File: src/rtl/ifetch_unit.sv
// Multi-cycle instruction fetch unit: owns the PC, reads instruction memory
// over a one-outstanding req/ack handshake, holds the word in an instruction
// register and hands it to the decoder over valid/ready. The next PC is chosen
// by the decoder's npc_op, which is sampled on the accept edge.
//
// Ports:
//   clk, rst               clock, asynchronous active-high reset
//   imem_req, imem_addr    read request strobe and word address (= pc)
//   imem_ack, imem_rdata   read response strobe and instruction word
//   instr_valid/ready      instruction handshake towards the decoder
//   npc_op                 next-PC select: 0/3 pc+4, 1 branch, 2 jump
//   instr, op, funct       instruction register and its opcode/funct fields
//   pc, pc_plus4           address of instr and its successor (link value)
//   fetch_cnt              instructions accepted since reset
module ifetch_unit #(
    parameter logic [31:0] RESET_PC = 32'h0000_3000
) (
    input  logic        clk,
    input  logic        rst,
    output logic        imem_req,
    output logic [31:0] imem_addr,
    input  logic        imem_ack,
    input  logic [31:0] imem_rdata,
    output logic        instr_valid,
    input  logic        instr_ready,
    input  logic [1:0]  npc_op,
    output logic [31:0] instr,
    output logic [5:0]  op,
    output logic [5:0]  funct,
    output logic [31:0] pc,
    output logic [31:0] pc_plus4,
    output logic [31:0] fetch_cnt
);

    localparam int unsigned XW = 32;
    localparam logic [XW-1:0] PC_INIT  = {RESET_PC[XW-1:2], 2'b00};
    localparam logic [XW-1:0] PC4_INIT = PC_INIT + XW'(4);

    localparam logic [1:0] NPC_SEQ    = 2'd0;
    localparam logic [1:0] NPC_BRANCH = 2'd1;
    localparam logic [1:0] NPC_JUMP   = 2'd2;

    typedef enum logic [1:0] {
        S_FETCH = 2'd0,
        S_WAIT  = 2'd1,
        S_HOLD  = 2'd2
    } state_t;

    state_t          state_q, state_d;
    logic            req_q, req_d;
    logic            valid_q, valid_d;
    logic            ir_load;
    logic            pc_load;
    logic            accept;
    logic [XW-1:0]   pc_q;
    logic [XW-1:0]   pc4_q;
    logic [XW-1:0]   ir_q;
    logic [XW-1:0]   cnt_q;
    logic [XW-1:0]   br_off;
    logic [XW-1:0]   npc;

    assign accept = valid_q && instr_ready;

    // Next-PC selection from the held instruction; all sums wrap mod 2^32.
    always_comb begin
        br_off = {{14{ir_q[15]}}, ir_q[15:0], 2'b00};
        npc    = pc4_q;
        case (npc_op)
            NPC_SEQ:    npc = pc4_q;
            NPC_BRANCH: npc = pc4_q + br_off;
            NPC_JUMP:   npc = {pc4_q[31:28], ir_q[25:0], 2'b00};
            default:    npc = pc4_q;
        endcase
    end

    // State register.
    always_ff @(posedge clk or posedge rst) begin
        if (rst) begin
            state_q <= S_FETCH;
        end else begin
            state_q <= state_d;
        end
    end

    // Next-state and control. The request is a registered pulse: the first
    // FETCH cycle after reset raises it, a FETCH entered on accept already
    // has it raised, and FETCH leaves for WAIT once it has been driven.
    always_comb begin
        state_d = state_q;
        req_d   = 1'b0;
        valid_d = valid_q;
        ir_load = 1'b0;
        pc_load = 1'b0;
        case (state_q)
            S_FETCH: begin
                if (req_q) begin
                    state_d = S_WAIT;
                end else begin
                    req_d = 1'b1;
                end
            end
            S_WAIT: begin
                if (imem_ack) begin
                    ir_load = 1'b1;
                    valid_d = 1'b1;
                    state_d = S_HOLD;
                end
            end
            S_HOLD: begin
                if (accept) begin
                    pc_load = 1'b1;
                    valid_d = 1'b0;
                    req_d   = 1'b1;
                    state_d = S_FETCH;
                end
            end
            default: begin
                valid_d = 1'b0;
                state_d = S_FETCH;
            end
        endcase
    end

    // Datapath registers.
    always_ff @(posedge clk or posedge rst) begin
        if (rst) begin
            req_q   <= 1'b0;
            valid_q <= 1'b0;
            pc_q    <= PC_INIT;
            pc4_q   <= PC4_INIT;
            ir_q    <= '0;
            cnt_q   <= '0;
        end else begin
            req_q   <= req_d;
            valid_q <= valid_d;
            if (ir_load) begin
                ir_q <= imem_rdata;
            end
            if (pc_load) begin
                pc_q  <= npc;
                pc4_q <= npc + XW'(4);
                cnt_q <= cnt_q + XW'(1);
            end
        end
    end

    assign imem_req    = req_q;
    assign imem_addr   = pc_q;
    assign instr_valid = valid_q;
    assign instr       = ir_q;
    assign op          = ir_q[31:26];
    assign funct       = ir_q[5:0];
    assign pc          = pc_q;
    assign pc_plus4    = pc4_q;
    assign fetch_cnt   = cnt_q;

endmodule

File: config.mk
export PLATFORM = sky130hd
export DESIGN_NAME = ifetch_unit
export DESIGN_NICKNAME = d
export VERILOG_FILES = /design/src/rtl/ifetch_unit.sv
export SDC_FILE = /design/constraint.sdc
export NUM_CORES = 1
export LEC_CHECK = 0
export CAP_MARGIN = 20
export CORE_MARGIN = 5
export CORE_UTILIZATION = 40
export DETAILED_ROUTE_END_ITERATION = 8
export PLACE_DENSITY_LB_ADDON = 0.08
export REMOVE_ABC_BUFFERS = 1
export SLEW_MARGIN = 10
export SYNTH_ARGS = -nofsm -noshare
export SYNTH_HDL_FRONTEND = slang
export SYNTH_SLANG_ARGS = --single-unit
File: constraint.sdc
create_clock -name clk -period 13.3 [get_ports clk]
set_clock_uncertainty 0.2 [all_clocks]
set_input_delay 2.66 -clock clk [delete_from_list [all_inputs] [get_ports clk]]
set_output_delay 2.66 -clock clk [all_outputs]
set_load 0.1 [all_outputs]
* After elaboration in Yosys (flattened, before gate mapping) *
Cells that the tools add are included.

cells by class
  reduce and logical (&&, ||, !) cells = 4
  mux-type cells = 14
  bitwise operators = 1
  equal/unequal tests = 7
  $add $sub $neg = 3

operator list
  cell                                           number
  case mux 32 bit (2 select lines)               1
  adder 32 x 1 -> 32 bit, second input constant  1
  adder 32 x 3 -> 32 bit, second input constant  1
  adder 32 bit                                   1
  two-way mux 1 bit                              7
  two-way mux 2 bit                              3
  != test 2 bit, second input constant           3
  case mux 2 bit (3 select lines)                1
  AND reduction 3 bit                            2
  == test 2 x 1 -> 1 bit, second input constant  2
  == test 2 bit, second input constant           2
  case mux 1 bit (3 select lines)                1
  logical NOT 2 bit                              1
  case mux 1 bit (2 select lines)                1
  logical AND 1 bit                              1
  NOT 1 bit                                      1

storage, ports and cells
  word-level logic and storage cells = 36
  input bits = 38
  output and inout bits = 174
  register bits = 132

* Logic depth before layout (Yosys ltp) *
Gate-level depths: netlist (run 1).

  word-level depth = 3
  depth in mapped cells = 15
  mapped depth without buffers = 13

* Worst setup path after synthesis (run 1) *
Ideal clock, no wire load.

  path type = in2reg
  start = in npc_op[0]
  end = reg pc4_q[31] (netlist: pc_plus4[31])
  buffers on the path = 1
  slack = 7.087 ns
  library setup time = 0.122 ns
  data required time = 12.978 ns
  stages = 14
  data arrival time = 5.891 ns
  cell sequence = inv_1 ha_1 nand2b_4 buf_6 or4_4 nand4_4 nand2b_4 or4_4 nand2b_4 or4_4 nand4b_4 nor4_4 o21ai_0 a22o_1

on the way
  longest elaborated chain between the ends = 3
  elaborated cells between the ends (all ways) = 4
  classes of those cells = add/sub (1); eq/ne (2); mux (1)

RTL lines
  what                                                     line  text
  start, declared                                          26    input logic [1:0] npc_op,
  == test 2 bit or == test 2 x 1 -> 1 bit (tied branches)  68    case (npc_op)
  case mux 32 bit (2 select lines) (*)                     68
  adder 32 x 3 -> 32 bit (*)                               141   pc4_q <= npc + XW'(4);
  end signal, assigned                                     141
  end, declared                                            56    logic [XW-1:0] pc4_q;

Every way passes the cells marked *; elsewhere a longest branch is shown, timed or not.
A chain may end at the register's enable or synchronous reset.

* Worst setup path after layout (run 1) *
  start = in npc_op[0]
  end = reg pc4_q[28] (netlist: pc_plus4[28])

The elaborated chain is that of the path after synthesis.

==> results of run 1 <==
[layout by cell type (no fill, tap or decap), types with 6 or more instances in the layout]
| master | n |
|---|---|
| clkdlybuf4s50_1 | 211 |
| nand2_1 | 164 |
| dfrtp_1 | 125 |
| o21ai_0 | 68 |
| xnor2_1 | 47 |
| a21oi_1 | 41 |
| nor2_1 | 39 |
| mux2_2 | 33 |
| ha_1 | 33 |
| and3_1 | 19 |
| xor2_1 | 19 |
| nand3_1 | 18 |
| nand4_1 | 17 |
| clkbuf_16 | 17 |
| inv_1 | 16 |
| nor3_1 | 11 |
| a211oi_1 | 8 |
| buf_4 | 8 |
| nor2b_1 | 6 |
| a31oi_1 | 6 |
| o21a_1 | 6 |
| a22oi_1 | 6 |
[sequential cells by signal, indices dropped and copies added (netlist names), named ones only]
signal,cells
pc_plus4,30
imem_req,1
fetch_cnt,32
imem_addr,30
instr_valid,1
instr,32
state_q,2
[logic make-up (layout without fill, tap and decap cells)]
logic type                 Yosys count  count (layout)  share of synthesized area, %
and+or+nand+nor                    322             322                          19.7
AOI/OAI and AO/OA                  204             204                          16.0
DFF                                130             130                          39.9
buffers and inverters              103             267                          7.00
xor gates and xnor gates            66              66                          7.08
muxes                               37              37                          5.04
adders and majority gates           34              34                          5.30
[per-stage QoR]
| step | setup slack [ps] | utilization, % | instances | hold WS (ps) |
|---|---|---|---|---|
| floorplan | 6460 | - | 810 | 286 |
| global placement | 5930 | 50.5 | 1299 | 260 |
| detailed placement | 5840 | 50.5 | 1299 | 259 |
| CTS | 6280 | 53.5 | 1330 | 275 |
| global route | 5920 | 53.5 | 1330 | 292 |
| finish | 6280 | 53.5 | 1330 | 273 |
[critical path, delay by kind of cell]
kind                       cells  cell delay (ps)
and+or+nand+nor                8             2820
xor gates and xnor gates       1              140
adders and majority gates      1              360
buffers and inverters          4             1010
AOI/OAI and AO/OA              1               70
[worst max-delay path by stage]
stage	end	from	depth (start not counted)
after floorplan	pc_plus4[31]	npc_op[0]	13
after global placement	pc_plus4[28]	npc_op[0]	15
after CTS	pc_plus4[28]	npc_op[0]	15
after detailed placement	pc_plus4[28]	npc_op[0]	15
final	pc_plus4[28]	npc_op[0]	15
after global routing	pc_plus4[30]	npc_op[0]	15
[per-layer routing]
layer  global-route usage (%)  vias to the layer above  routed length, µm
li1                         -                     3450                  -
met1                     28.4                     3445              11500
met2                     31.2                      214              10600
met3                     5.65                       25               1470
met4                     5.39                        0                314
met5                        0                        -                  0
[cell type report]
| class | instances | area share, % |
|---|---|---|
| inverter | 17 | 0.637 |
| multi-input combinational | 663 | 40.3 |
| clock buffer | 18 | 4.07 |
| timing repair buffer | 219 | 20.1 |
| tap | 270 | 3.13 |
| sequential | 130 | 30.2 |
| clock inverter | 13 | 1.62 |
==> summary.md, run 1 <==
| Metric | Value |
|---|---|
| Routed len/inst | 17.9 µm |
| Fin nets | 1,120 |
| CP Max Fanout | between 40 and 50 |
| Core Box Area | slightly above 20,000 µm² |
| Diode count | 0 |
| CP cell instances | clkdlybuf4s50_1 > inv_1 > ha_1 > buf_4 > nand2b_4 > or4_4 > nand4_4 > nand2b_4 > nor4b_1 > inv_1 > nor4_2 > nand4_1 > nor3b_1 > xnor2_1 > o21ai_1 |
| Status | finished clean |
| Fin Setup TNS | 0 ps |
| CTS tree | yes |
| Critical Path Source Type | input port |
| Post-synth top area share | between 30% and 40% |
| Filler instances | 1,889 |
| DRT antenna net count | 0 |
| Area Overhead vs Synth | 32.3% |
| Overflow after GRT | 0 |
| I/O Buffers | 211 |
| Post-CTS Resized | 0 |
| DRC violations left | 0 |
| Total number of yosys warnings | 0 |
| Sequential area share after synthesis | approximately two fifths |
| Die area | 23,400 µm² |
| Drt initial violations | 441 |
| Pin count of the biggest net entering global routing | 101 |
| Worst-path clk slew | roughly 70 ps |
| Fmax | 0.142 GHz |
| Hold Path End | fetch_cnt[31] |
| Min-delay src | fetch_cnt[31] |
| FF+latch area | approximately 3300 µm² |
| Dominant cells by area after synthesis | dfrtp_1, nand2_1, ha_1, xnor2_1, mux2_2 |
| Required time of the worst setup path | approximately 13,000 ps |
| EDFF count, synth | 0 |
| Number of global-route vias before repair | 7,220 |
| CP endpoint kind | flop |
| Max_cap viols | 0 |
| Largest stage delay, worst path | approximately 750 ps |
| Worst R2R End | pc_plus4[31] |
| Hold Crit Depth | 1 |
| Setup Viol. Count Final | 0 |
| Post-synth ARST share | between 90% and 100% |
| CTS Buf Count | 17 |
| Number of placement rows | 52 |
| Final wirelength | ~24 mm |
| Worst Max-Slew Pin Slew | between 1000 and 1500 ps |
| Gr usage total | around a fifth |
| H-Tree Depth | 4 |
| Post-synth top flop | dfrtp_1 |
| Reg2reg start | instr[5] |
| DR vias/cell | 5.36 |
| Die Y-Extent | roughly 150 µm |
| Top Ports | between 200 and 250 |
| Distinct cells, synth | 73 |
| Post-synth top cells | nand2_1, dfrtp_1, o21ai_0 |
| CTS root buf | clkbuf_16 |
| Drt first pass iters | 5 |
| Clock sink count | 130 |
| Hold Violations, Final | 0 |
| Initial Utilization | roughly 40% |
| Initial antenna violation count | 0 |
| Post-route cell area | approximately 11,000 µm² |
| Die width | between 150 and 200 µm |
| Critical path class | in2reg |
| Layout cells sized above 1 | 9.34% |
| CP max-delay cell | nor4b_1 |
| WP data arrival | roughly 7100 ps |
| Flops & latches, synth | 130 |
| Final Max Tran Viols | 0 |
| Routability Congestion | ~0.9 |
| Worst Hold Class | reg2reg |
| Area of the multi-input gates | 4350 µm² |
| Count leader, synth | nand2_1 |
| CTS Hold Bufs | 0 |
| HPWL after detailed placement | between 15 and 20 mm |
| Synth area leader | dfrtp_1 |
| DR vias | between 7k and 8k |
| RSZ-0062 raised after global routing | false |
| Reg2Reg Depth | 12 |
| Final period utilization | a little over half |
| Reg-to-reg setup timing slack | around 8700 ps |
| Clock tree buffer depth | 2 |
| Setup Buffers After CTS | 0 |
| Syn Inst Count | between 800 and 900 |
| Syn Area/Cell | 9.11 µm² |
| Global-route wire length before repair | between 30 and 40 mm |
| Post-layout min period | between 7000 and 8000 ps |
| Slew margin rel. | a little under a third |
| Cell Area, Synth | 8170 µm² |
| Clk_lat worst skew | between 400 and 500 ps |
| Dpl cell area | around 10,000 µm² |
Power of run 1 is not shown: default switching activity piles up to over one toggle a cycle in this logic, so the estimate is an artifact.
==> run 2: changes to the inputs <==
==> constraint.sdc (replaced) <==
create_clock -name clk -period 5.7 [get_ports clk]
set_clock_uncertainty 0.2 [all_clocks]
set_input_delay 1.14 -clock clk [delete_from_list [all_inputs] [get_ports clk]]
set_output_delay 1.14 -clock clk [all_outputs]
set_load 0.1 [all_outputs]
==> run 2 against run 1 <==
Net effect:
- core utilization rose by 0.58 points
- critical path depth stayed put
- largest cell class unchanged
- worst setup slack got worse by 5600 ps
==> summary.md, run 2 (synthesis gave the netlist of run 1 again) <==
| Metric | Value |
|---|---|
| Clock tree buffer depth | 2 (unchanged) |
| Setup Viol. Count Final | 0 (unchanged) |
| Max_cap viols | 0 (unchanged) |
| Worst Hold Class | reg2reg (unchanged) |
| Routability Congestion | 0.925 (was 0.921) |
| Status | finished clean (unchanged) |
| Post-layout min period | 5060 ps |
| Critical Path Source Type | input port (unchanged) |
| Worst Max-Slew Pin Slew | 1010 ps (was 1020 ps) |
| Die Y-Extent | 153 µm (unchanged) |
| I/O Buffers | 211 (unchanged) |
| CP endpoint kind | flop (unchanged) |
| Number of global-route vias before repair | 7,254 (was 7,220) |
| DRC violations left | 0 (unchanged) |
| Layout cells sized above 1 | 10.4% (was 9.34%) |
| Die area | 23,400 µm² (unchanged) |
| Pin count of the biggest net entering global routing | 101 (unchanged) |
| Core Box Area | 20,200 µm² (unchanged) |
| Gr usage total | 20.8% (was 20.3%) |
| Slew margin rel. | 32.3% (was 31.5%) |
| RSZ-0062 raised after global routing | false (unchanged) |
| Most common cell after layout, fill and taps aside | clkdlybuf4s50_1 (unchanged) |
| Initial antenna violation count | 0 (unchanged) |
| DR vias | 7,275 (was 7,134) |
| Routed len/inst | 18.2 µm (was 17.9 µm) |
| Clock sink count | 130 (unchanged) |
| Post-CTS Resized | 0 (unchanged) |
| Hold Violations, Final | 0 (unchanged) |
| Post-route cell area | 10,900 µm² (was 10,800 µm²) |
| Initial Utilization | 40.5% (unchanged) |
| DRT antenna net count | 0 (unchanged) |
| CP Max Fanout | 16 (was 42) |
| Fin Setup TNS | 0 ps (unchanged) |
| Area Overhead vs Synth | 33.7% (was 32.3%) |
| CTS Hold Bufs | 0 (unchanged) |
| WP data arrival | 5160 ps (was 7080 ps) |
| Fin nets | 1,133 (was 1,120) |
| Final Max Tran Viols | 0 (unchanged) |
| Drt first pass iters | 5 (unchanged) |
| Critical path class | in2reg (unchanged) |
| Dpl cell area | 10,300 µm² (was 10,200 µm²) |
| Drt initial violations | 426 (was 441) |
| H-Tree Depth | 4 (unchanged) |
| Final period utilization | 88.7% |
| Required time of the worst setup path | 5800 ps (was 13,360 ps) |
| Setup Buffers After CTS | 0 (unchanged) |
| Worst-path clk slew | 70 ps (about the same) |
| Fmax | ~0.2 GHz |
| Clk_lat worst skew | 430 ps (was 420 ps) |
| Global-route wire length before repair | 39.7 mm (was 39.0 mm) |
| Final wirelength | 24.4 mm (was 23.8 mm) |
| Die width | 153 µm (unchanged) |
| Diode count | 0 (unchanged) |
| CTS Buf Count | 17 (unchanged) |
| DR vias/cell | 5.41 (was 5.36) |
| Top Ports | 212 (unchanged) |
| HPWL after detailed placement | 18.0 mm (was 17.1 mm) |
| Number of placement rows | 52 (unchanged) |
| CTS root buf | clkbuf_16 (unchanged) |
| Most frequent cells in the layout | clkdlybuf4s50_1, nand2_1, dfrtp_1 (unchanged) |
| Overflow after GRT | 0 (unchanged) |
| CTS tree | yes (unchanged) |
## run 2: changes by cell type in the layout (fill, tap and decap cells not counted)
cell,before,now
buf_12,0,1
buf_4,8,20
clkbuf_1,0,1
clkbuf_8,1,0
clkinv_2,1,0
clkinv_4,3,2
clkinvlp_4,1,2
inv_8,1,3
## run 2: final timing paths
path,startpoint,endpoint,slack [ps],cells after the start
max in group asynchronous,rst,async pin,3440,3
min in group asynchronous,rst,fetch_cnt[15],970,2
max reg2reg,instr[5],pc_plus4[31],1010,12
min reg2reg,fetch_cnt[31],fetch_cnt[31],270,1
min,fetch_cnt[31],fetch_cnt[31],270,1
max,npc_op[0],pc_plus4[31],640,15
## run 2: metrics by stage
step	instances	hold WS [ps]	setup slack, ps	utilization (%)
floorplan	810	286	379	-
global placement	1312	260	307	51.0
detailed placement	1312	261	271	51.0
CTS	1344	275	691	54.1
global route	1344	296	453	54.1
finish	1344	271	644	54.1
## run 2: final cells by class
cell class	instances	area, µm²
clock buffers	18	429
clock inverters	14	191
fillers	1871	9250
inverters	17	68.8
multi-input cells	663	4350
flip-flops and latches	130	3260
well taps	270	338
repair buffers	232	2280
## run 2: per-layer routing
layer  vias up  track usage, %  wire length, µm
li1       3478               -                -
met1      3491            29.6            11400
met2       283            32.5            11000
met3        23            5.06             1790
met4         0            4.20              235
met5         -               0                0
## run 2: critical path: stages
cell	delay [ps]
clkdlybuf4s50_1	570
inv_1	70
ha_1	330
buf_4	200
nor2b_1	260
nand4_1	110
nor3b_1	170
nand2b_4	160
or4_4	570
nand2b_4	160
or4_4	570
nand4b_4	250
nor4_4	230
o21ai_0	110
a22o_1	250
Power of run 2 is left out for the same reason.
==> run 3: changes to the inputs <==
--- a/config.mk
+++ b/config.mk
@@ -8,9 +8,11 @@
 export CAP_MARGIN = 20
 export CORE_MARGIN = 5
 export CORE_UTILIZATION = 40
+export CTS_BUF_LIST = sky130_fd_sc_hd__clkbuf_4
 export DETAILED_ROUTE_END_ITERATION = 8
 export PLACE_DENSITY_LB_ADDON = 0.08
 export REMOVE_ABC_BUFFERS = 1
+export SKIP_LAST_GASP = 1
 export SLEW_MARGIN = 10
 export SYNTH_ARGS = -nofsm -noshare
 export SYNTH_HDL_FRONTEND = slang
==> run 3 against run 2 <==
Net effect:
- final cell count is 0.15% higher
- hold slack improved by 9.5 ps
- first-iteration DRC count grew 27%
- core utilization is 1.4 points lower
- sequential cell count did not move
- via count is 0.78% higher
- sequential share of layout area rose by 0.81 points
- non-clock buffer count unchanged
- register-to-register slack about the same
- critical path type unchanged
- highest routed layer unchanged
==> summary.md, run 3 (synthesis gave the netlist of run 1 again) <==
| Metric | Value |
|---|---|
| CTS Buf Count | 17 (unchanged) |
| Routed len/inst | 18.2 µm (about the same) |
| I/O Buffers | 211 (unchanged) |
| Worst-path clk slew | 120 ps (was 70 ps) |
| CP max-delay cell | clkdlybuf4s50_1 (unchanged) |
| DR vias/cell | 5.45 (was 5.41) |
| Fin Setup TNS | 0 ps (unchanged) |
| Reg2Reg Depth | 12 (unchanged) |
| Critical path class | in2reg (unchanged) |
| Layout cells sized above 1 | 10.5% (was 10.4%) |
| Pre-CTS WS | 271 ps (unchanged) |
| CTS tree | yes (unchanged) |
| Largest stage delay, worst path | 570 ps (about the same) |
| RSZ-0062 raised after global routing | false (unchanged) |
| Global-route wire length before repair | 39.6 mm (was 39.7 mm) |
| Clock sink count | 130 (unchanged) |
| Die width | 153 µm (unchanged) |
| Most frequent cells in the layout | clkdlybuf4s50_1, nand2_1, dfrtp_1 (unchanged) |
| Fmax | 0.203 GHz (was 0.198 GHz) |
| Finished Layout Cells | 1,346 (was 1,344) |
| Die Y-Extent | 153 µm (unchanged) |
| WP data arrival | 5160 ps (about the same) |
| Worst Max-Slew Pin Slew | 1040 ps (was 1010 ps) |
| Min-delay src | imem_addr[13] (was fetch_cnt[31]) |
| CP endpoint kind | flop (unchanged) |
| Number of placement rows | 52 (unchanged) |
| Min setup slack post-route | 783 ps (was 644 ps) |
| Worst Hold Class | reg2reg (unchanged) |
| Clock tree buffer depth | 2 (unchanged) |
| Top delay family on crit path | simple AND/OR/NAND/NOR gates (unchanged) |
| Max_cap viols | 0 (unchanged) |
| Worst path bufs/invs | 3 (unchanged) |
| DRT antenna net count | 0 (unchanged) |
| Post-layout min period | 4920 ps (was 5060 ps) |
| Final wirelength | 24.5 mm (was 24.4 mm) |
| Slew margin rel. | 30.5% (was 32.3%) |
| Reg-to-reg setup timing slack | 1000 ps (was 1010 ps) |
| Number of global-route vias before repair | 7,248 (was 7,254) |
| Setup Buffers After CTS | 0 (unchanged) |
| Final period utilization | 86.3% (was 88.7%) |
| CP cell instances | clkdlybuf4s50_1 > inv_1 > ha_1 > buf_4 > nor2b_1 > nand4_1 > nor3b_1 > nand2b_4 > or4_4 > nand2b_4 > or4_4 > nand4b_4 > nor4_4 > o21ai_0 > a22o_1 (unchanged) |
| Final Max Tran Viols | 0 (unchanged) |
| Initial Utilization | 40.5% (unchanged) |
| Drt initial violations | 543 (was 426) |
| Top Ports | 212 (unchanged) |
| Hold Path End | imem_addr[13] (was fetch_cnt[31]) |
| Most common cell after layout, fill and taps aside | clkdlybuf4s50_1 (unchanged) |
| Critical Path Source Type | input port (unchanged) |
| Routability Congestion | 0.925 (unchanged) |
| Die area | 23,400 µm² (unchanged) |
| Pin count of the biggest net entering global routing | 101 (unchanged) |
| Worst R2R End | pc_plus4[31] (unchanged) |
| Setup Viol. Count Final | 0 (unchanged) |
| Clk_lat worst skew | 560 ps (was 430 ps) |
| Hold Crit Depth | 2 (was 1) |
| DR vias | 7,332 (was 7,275) |
| Area Overhead vs Synth | 30.1% (was 33.7%) |
| Reg2reg start | instr[3] (was instr[5]) |
| Fin nets | 1,133 (unchanged) |
| Initial antenna violation count | 1 (was 0) |
| CTS Hold Bufs | 0 (unchanged) |
| Global Route met3 Usage | 4.81% (was 5.06%) |
| Hold WS | 280 ps (was 271 ps) |
| GRT busiest layer | met2 (unchanged) |
| Grt met2 use | 32.5% (unchanged) |
| DRC violations left | 0 (unchanged) |
| Placed cell count | 1,312 (unchanged) |
| Required time of the worst setup path | 5940 ps (was 5800 ps) |
| Gr usage total | 20.8% (about the same) |
| GR Util met1 | 29.6% (about the same) |
| HPWL after detailed placement | 18.0 mm (unchanged) |
| Status | finished clean (unchanged) |
| Overflow after GRT | 0 (unchanged) |
| CP Max Fanout | 16 (unchanged) |
| CTS root buf | clkbuf_4 (was clkbuf_16) |
| Core Box Area | 20,200 µm² (unchanged) |
| Post-CTS Resized | 0 (unchanged) |
| Hold Violations, Final | 0 (unchanged) |
| H-Tree Depth | 4 (unchanged) |
| Drt first pass iters | 5 (unchanged) |
## run 3: cell types whose count changed in the layout (fill, tap and decap cells not counted)
cell	delta
clkbuf_1	-1
clkbuf_16	-17
diode_2	+2
clkbuf_4	+18
## run 3: metrics by stage
step | utilization [%] | instance area (µm²)
global placement | 51.0 | 10300
global route | 52.7 | 10600
detailed placement | 51.0 | 10300
CTS | 52.7 | 10600
finish | 52.7 | 10600
floorplan | - | 7660
## run 3: cell type report
cell class                      instances  area [µm²]
Multi-Input combinational cell        663        4350
Antenna cell                            2        5.00
Clock buffer                           18         135
Inverter                               17        68.8
Clock inverter                         14         191
Timing Repair Buffer                  232        2280
Tap cell                              270         338
Fill cell                            1914        9540
Sequential cell                       130        3260
## run 3: worst max-delay path by stage
stage,from,endpoint,slack [ps],depth (start not counted)
2_1_floorplan,npc_op[0],pc_plus4[31],380,13
3_3_place_gp,npc_op[0],pc_plus4[31],310,15
3_5_place_dp,npc_op[1],pc_plus4[31],270,14
4_1_cts,npc_op[0],pc_plus4[31],860,15
5_1_grt,npc_op[1],pc_plus4[31],630,14
6_report,npc_op[0],pc_plus4[31],780,15
## run 3: worst reg2reg max path: stages, from the launching register on
cell and delay [ps]:
dfrtp_1 470, ha_1 430, nand2_1 100, o31a_1 450, or4_4 570, a31oi_1 380
a31oi_1 160, xnor2_1 170, o21ai_0 550, nand4_1 370, nor4_4 390, o21ai_0 110
a22o_1 250
## run 3: metal layers
layer,up-vias,share of wire [%]
met5,-,0
met4,0,1.0
met3,24,7.3
met2,289,45
met1,3546,47
li1,3473,-
Power of run 3 is left out for the same reason.
